==> src/rtl/branch_cmp_scheduler_pkg.sv <==
// Shared types and sizing helpers for the two-lane nibble-serial branch comparator.
package branch_cmp_scheduler_pkg;

    typedef enum logic [1:0] {
        StIdle,
        StCompare,
        StDone
    } state_e;

    typedef struct packed {
        logic lane;
        logic equal;
        logic larger;
        logic smaller;
    } result_t;

    localparam result_t RESULT_RESET = '{lane: 1'b0, equal: 1'b1, larger: 1'b0, smaller: 1'b0};

    function automatic int unsigned nibbles(input int unsigned width);
        return width / 4;
    endfunction

endpackage

==> src/rtl/comparator_4bit.sv <==
// Single-nibble magnitude compare; the signed flag flips the sign bit so the
// unsigned compare orders two's-complement values correctly.
module comparator_4bit (
    input  logic [3:0] i_a,
    input  logic [3:0] i_b,
    input  logic       i_msb_signed,
    output logic       o_eq,
    output logic       o_gt,
    output logic       o_lt
);

    logic [3:0] a_m;
    logic [3:0] b_m;

    always_comb begin
        a_m  = {i_a[3] ^ i_msb_signed, i_a[2:0]};
        b_m  = {i_b[3] ^ i_msb_signed, i_b[2:0]};
        o_eq = (a_m == b_m);
        o_gt = (a_m > b_m);
        o_lt = (a_m < b_m);
    end

endmodule

==> src/rtl/branch_cmp_scheduler.sv <==
// Round-robin two-lane branch compare scheduler; compares one nibble per cycle
// from the MSB down and stops at the first differing nibble.
module branch_cmp_scheduler
    import branch_cmp_scheduler_pkg::*;
#(
    parameter int unsigned WIDTH = 32
) (
    input  logic             i_clk,
    input  logic             i_rst_n,
    input  logic [1:0]       i_req,
    input  logic [WIDTH-1:0] i_rs1_0,
    input  logic [WIDTH-1:0] i_rs2_0,
    input  logic [WIDTH-1:0] i_rs1_1,
    input  logic [WIDTH-1:0] i_rs2_1,
    input  logic [1:0]       i_signed,
    input  logic             i_flush,
    output logic [1:0]       o_gnt,
    output logic             o_busy,
    output logic             o_valid,
    output logic             o_lane,
    output logic             o_equal,
    output logic             o_larger,
    output logic             o_smaller
);

    localparam int unsigned NIBBLES = nibbles(WIDTH);
    localparam int unsigned IDX_W   = (NIBBLES > 1) ? $clog2(NIBBLES) : 1;
    localparam logic [IDX_W-1:0] IDX_MSB = IDX_W'(NIBBLES - 1);

    state_e           state_q, state_d;
    logic             rr_ptr_q, rr_ptr_d;
    logic [WIDTH-1:0] a_q, a_d;
    logic [WIDTH-1:0] b_q, b_d;
    logic             sgn_q, sgn_d;
    logic [IDX_W-1:0] idx_q, idx_d;
    result_t          pend_q, pend_d;
    result_t          held_q, held_d;

    logic [1:0] gnt;
    logic       sel;
    logic [3:0] nib_a;
    logic [3:0] nib_b;
    logic       cmp_eq;
    logic       cmp_gt;
    logic       cmp_lt;
    logic       show_pend;
    result_t    res_out;

    assign nib_a = a_q[{idx_q, 2'b00} +: 4];
    assign nib_b = b_q[{idx_q, 2'b00} +: 4];

    comparator_4bit u_cmp (
        .i_a          (nib_a),
        .i_b          (nib_b),
        .i_msb_signed (sgn_q && (idx_q == IDX_MSB)),
        .o_eq         (cmp_eq),
        .o_gt         (cmp_gt),
        .o_lt         (cmp_lt)
    );

    always_comb begin
        state_d  = state_q;
        rr_ptr_d = rr_ptr_q;
        a_d      = a_q;
        b_d      = b_q;
        sgn_d    = sgn_q;
        idx_d    = idx_q;
        pend_d   = pend_q;
        held_d   = held_q;
        gnt      = 2'b00;
        sel      = (i_req == 2'b11) ? rr_ptr_q : i_req[1];

        unique case (state_q)
            StIdle: begin
                if (!i_flush && (i_req != 2'b00)) begin
                    gnt         = sel ? 2'b10 : 2'b01;
                    a_d         = sel ? i_rs1_1 : i_rs1_0;
                    b_d         = sel ? i_rs2_1 : i_rs2_0;
                    sgn_d       = i_signed[sel];
                    idx_d       = IDX_MSB;
                    pend_d.lane = sel;
                    rr_ptr_d    = ~sel;
                    state_d     = StCompare;
                end
            end
            StCompare: begin
                if (i_flush) begin
                    state_d = StIdle;
                end else if (!cmp_eq) begin
                    pend_d.equal   = 1'b0;
                    pend_d.larger  = cmp_gt;
                    pend_d.smaller = cmp_lt;
                    state_d        = StDone;
                end else if (idx_q == '0) begin
                    pend_d.equal   = 1'b1;
                    pend_d.larger  = 1'b0;
                    pend_d.smaller = 1'b0;
                    state_d        = StDone;
                end else begin
                    idx_d = idx_q - 1'b1;
                end
            end
            StDone: begin
                state_d = StIdle;
                if (!i_flush) begin
                    held_d = pend_q;
                end
            end
            default: state_d = StIdle;
        endcase
    end

    always_ff @(posedge i_clk or negedge i_rst_n) begin
        if (!i_rst_n) begin
            state_q  <= StIdle;
            rr_ptr_q <= 1'b0;
            a_q      <= '0;
            b_q      <= '0;
            sgn_q    <= 1'b0;
            idx_q    <= '0;
            pend_q   <= RESULT_RESET;
            held_q   <= RESULT_RESET;
        end else begin
            state_q  <= state_d;
            rr_ptr_q <= rr_ptr_d;
            a_q      <= a_d;
            b_q      <= b_d;
            sgn_q    <= sgn_d;
            idx_q    <= idx_d;
            pend_q   <= pend_d;
            held_q   <= held_d;
        end
    end

    // Results switch to the new value in the same cycle as o_valid; a flushed
    // DONE keeps showing the previous result.
    assign show_pend = (state_q == StDone) && !i_flush;
    assign res_out   = show_pend ? pend_q : held_q;

    assign o_gnt     = gnt & {2{i_rst_n}};
    assign o_busy    = (state_q != StIdle);
    assign o_valid   = show_pend;
    assign o_lane    = res_out.lane;
    assign o_equal   = res_out.equal;
    assign o_larger  = res_out.larger;
    assign o_smaller = res_out.smaller;

endmodule

==> config.mk <==
export PLATFORM = sky130hd
export DESIGN_NAME = branch_cmp_scheduler
export DESIGN_NICKNAME = d
export VERILOG_FILES = /design/src/rtl/branch_cmp_scheduler_pkg.sv /design/src/rtl/comparator_4bit.sv /design/src/rtl/branch_cmp_scheduler.sv
export SDC_FILE = /design/constraint.sdc
export NUM_CORES = 1
export LEC_CHECK = 0
export CAP_MARGIN = 20
export CORE_ASPECT_RATIO = 1.25
export CORE_MARGIN = 3
export CORE_UTILIZATION = 35
export DETAILED_ROUTE_END_ITERATION = 16
export PLACE_DENSITY = 0.66
export RECOVER_POWER = 50
export SETUP_SLACK_MARGIN = 0.02
export SLEW_MARGIN = 40
export SYNTH_ARGS = -nofsm -noshare
export SYNTH_HDL_FRONTEND = slang
export SYNTH_SLANG_ARGS = --single-unit
==> constraint.sdc <==
create_clock -name i_clk -period 6.5 [get_ports i_clk]
set_input_delay 1.3 -clock i_clk [delete_from_list [all_inputs] [get_ports i_clk]]
set_output_delay 1.3 -clock i_clk [all_outputs]
set_load 0.01 [all_outputs]
==> reports/results.tsv <==
metric	value	unit
p_int	1570	uW
min_period_over_period	70.4	%
combPwrFrac	39.3	%
worst_hold_startpoint	a_q[9]$_DFFE_PN0P_	
synth_edf_count	0	
die_w	100	um
vias	3214	
startpoint_type	primary input	
syn_avg_cell_area	12.2	um^2
final_common_cell	clkdlybuf4s50_1	
tns	0	ps
cts_tree	yes	
r2r_slack	3410	ps
clock_latency	330	ps
portBuffers	142	
vdd_drop_max	180	uV
drt_wl_total	10.7	mm
gr-total-overflow	0	
antenna_found_initial	0	
worst_slew_pin_slew	702	ps
hpwl	7.66	mm
area_growth	46.2	%
firstDrtPassIters	9	
gp_congestion	0.741	
r2r-start	idx_q[0]$_DFFE_PN0P_	
fin_crit	4580	ps
required	5200	ps
reg2regPathDepth	10	
nets	589	
wl_per_cell	18.4	um
clk_pin_slew	60	ps
rsz0062_at_grt	false	
post_cts_buffers	0	
total_power	2330	uW
ctsHtreeMaxLevel	3	
drive_above_1_share	10.8	%
fp.dieH	124	um
min-delay-path-class	flop to flop	
dieArea	12400	um^2
async_flop_share	100	%
ys_ff_latch	79	
synth_cells	317	
fmax	219	MHz
path_class	primary input to output port	
antenna_cells	0	
cp.arrival	3280	ps
grt_pass1_wl	16.5	mm
p_seq_share	37.8	%
utilization	52.9	%
cts_max_path_buffers	2	
relSlewSlack	53.2	%
clock-sinks	79	
p_leak	0.00271	uW
cts_resized	0	
swShare	32.8	%
fillers	953	
ys.warnings.count	0	
syn_area	3880	um^2
hold_depth	2	
p_sw	764	uW
root_buffer	clkbuf_16	
r2r_end	idx_q[2]$_DFFE_PN0P_	
num_io_pins	143	
ant_nets	0	
cp-end-kind	output port	
core_area	10700	um^2
grt_pass1_vias	3328	
grt_use_total	17.2	%
cts_buffers	9	
clock_skew	8.33	ps
p_clk_share	22.9	%
setup-violations-final	0	
grt_max_degree	80	
yosysSeqAreaShare	51.0	%
rows	42	
yosysUniqueCellTypes	36	
hold_viol	0	
cp_max_fo	5	
slew_viol_final	0	
power_density	411	nW/um^2
start_util	36.2	%
via_per_inst	5.50	
drt-initial-drc-count	322	
hold_buffers	0	
min_to	a_q[9]$_DFFE_PN0P_	
synth_top_flop_cell	dfrtp_1	
final_cell_mix	clkdlybuf4s50_1 (141), dfrtp_1 (76), inv_1 (69)	
syn-num-nets	459	
drc	0	
status	completed	
max-cap-violations	0	
-- cells by family (layout without fill, tap and decap cells) --
kind of cell / after synthesis / count (layout) / share of synthesized area, %
buf+inv: 97 / 232 / 10.7
compound gates: 82 / 82 / 19.5
flops: 79 / 79 / 51.0
mux: 26 / 26 / 12.1
simple gates: 24 / 24 / 4.03
fa+ha+maj: 7 / 7 / 2.26
xor+xnor: 2 / 2 / 0.451
-- state kept, by name (all words and copies together) (netlist names) --
signal,count
rr_ptr_q,1
b_q,32
a_q,32
pend_q,4
state_q,2
held_q,4
sgn_q,1
idx_q,3
-- metal layers --
layer / global-route usage, % / vias up / wire, um
met3: 2.46 / 11 / 686
li1: - / 1491 / -
met2: 30.3 / 131 / 5660
met5: 0 / - / 0
met4: 5.56 / 0 / 142
met1: 21.8 / 1581 / 4260
-- per-stage QoR --
| step | setup slack (ps) | instances | area [um^2] | hold slack (ps) |
|---|---|---|---|---|
| 6_report | 1920 | 584 | 5670 | 484 |
| 5_1_grt | 1760 | 584 | 5670 | 506 |
| 4_1_cts | 2080 | 584 | 5680 | 487 |
| 3_5_place_dp | 2070 | 568 | 5370 | 473 |
| 3_3_place_gp | 2110 | 568 | 5360 | 469 |
| 2_1_floorplan | 2930 | 317 | 3880 | 444 |
-- worst max-delay path, cell delays in order --
cell,delay [ps]
clkdlybuf4s50_1,470
nor3b_1,600
mux2_2,420
clkdlybuf4s50_1,480
-- worst max-delay path by stage --
stage	startpoint	end
after floorplan	i_flush	o_gnt[1]
after global placement	i_flush	o_gnt[0]
after detailed placement	i_flush	o_gnt[1]
after CTS	i_flush	o_gnt[1]
after global routing	i_flush	o_larger
final	i_flush	o_equal
-- cell usage after synthesis, types with 3 or more instances --
| cell type | instances | area share [%] |
|---|---|---|
| inv_1 | 69 | 6.7 |
| mux2_2 | 7 | 2.0 |
| mux4_2 | 16 | 9.3 |
| o21ai_0 | 4 | 0.52 |
| mux2i_1 | 3 | 0.77 |
| ha_1 | 7 | 2.3 |
| dfrtp_1 | 77 | 50 |
| clkbuf_1 | 11 | 1.1 |
| buf_6 | 4 | 1.2 |
| buf_2 | 11 | 1.4 |
| a222oi_1 | 65 | 17 |
| a21oi_1 | 5 | 0.64 |
| nand2_1 | 6 | 0.58 |
-- power by group through the flow --
stage | Sequential (uW) | Clock [uW] | Combinational, uW
2_1_floorplan | 814 | 0 | 680
5_1_grt | 911 | 564 | 1030
4_1_cts | 885 | 547 | 938
3_3_place_gp | 881 | 0 | 906
3_5_place_dp | 894 | 0 | 931
6_report | 881 | 534 | 915
-- final cells by class --
| cell class | instances | area (um^2) | area share, % |
|---|---|---|---|
| Multi-Input combinational cell | 141 | 1500 | 26.4 |
| Sequential cell | 79 | 1980 | 34.9 |
| Tap cell | 132 | 165 | 2.91 |
| Timing Repair Buffer | 147 | 1460 | 25.7 |
| Clock buffer | 13 | 250 | 4.41 |
| Clock inverter | 3 | 67.6 | 1.19 |
| Inverter | 69 | 259 | 4.56 |
Power figures use the tool's default switching activity.
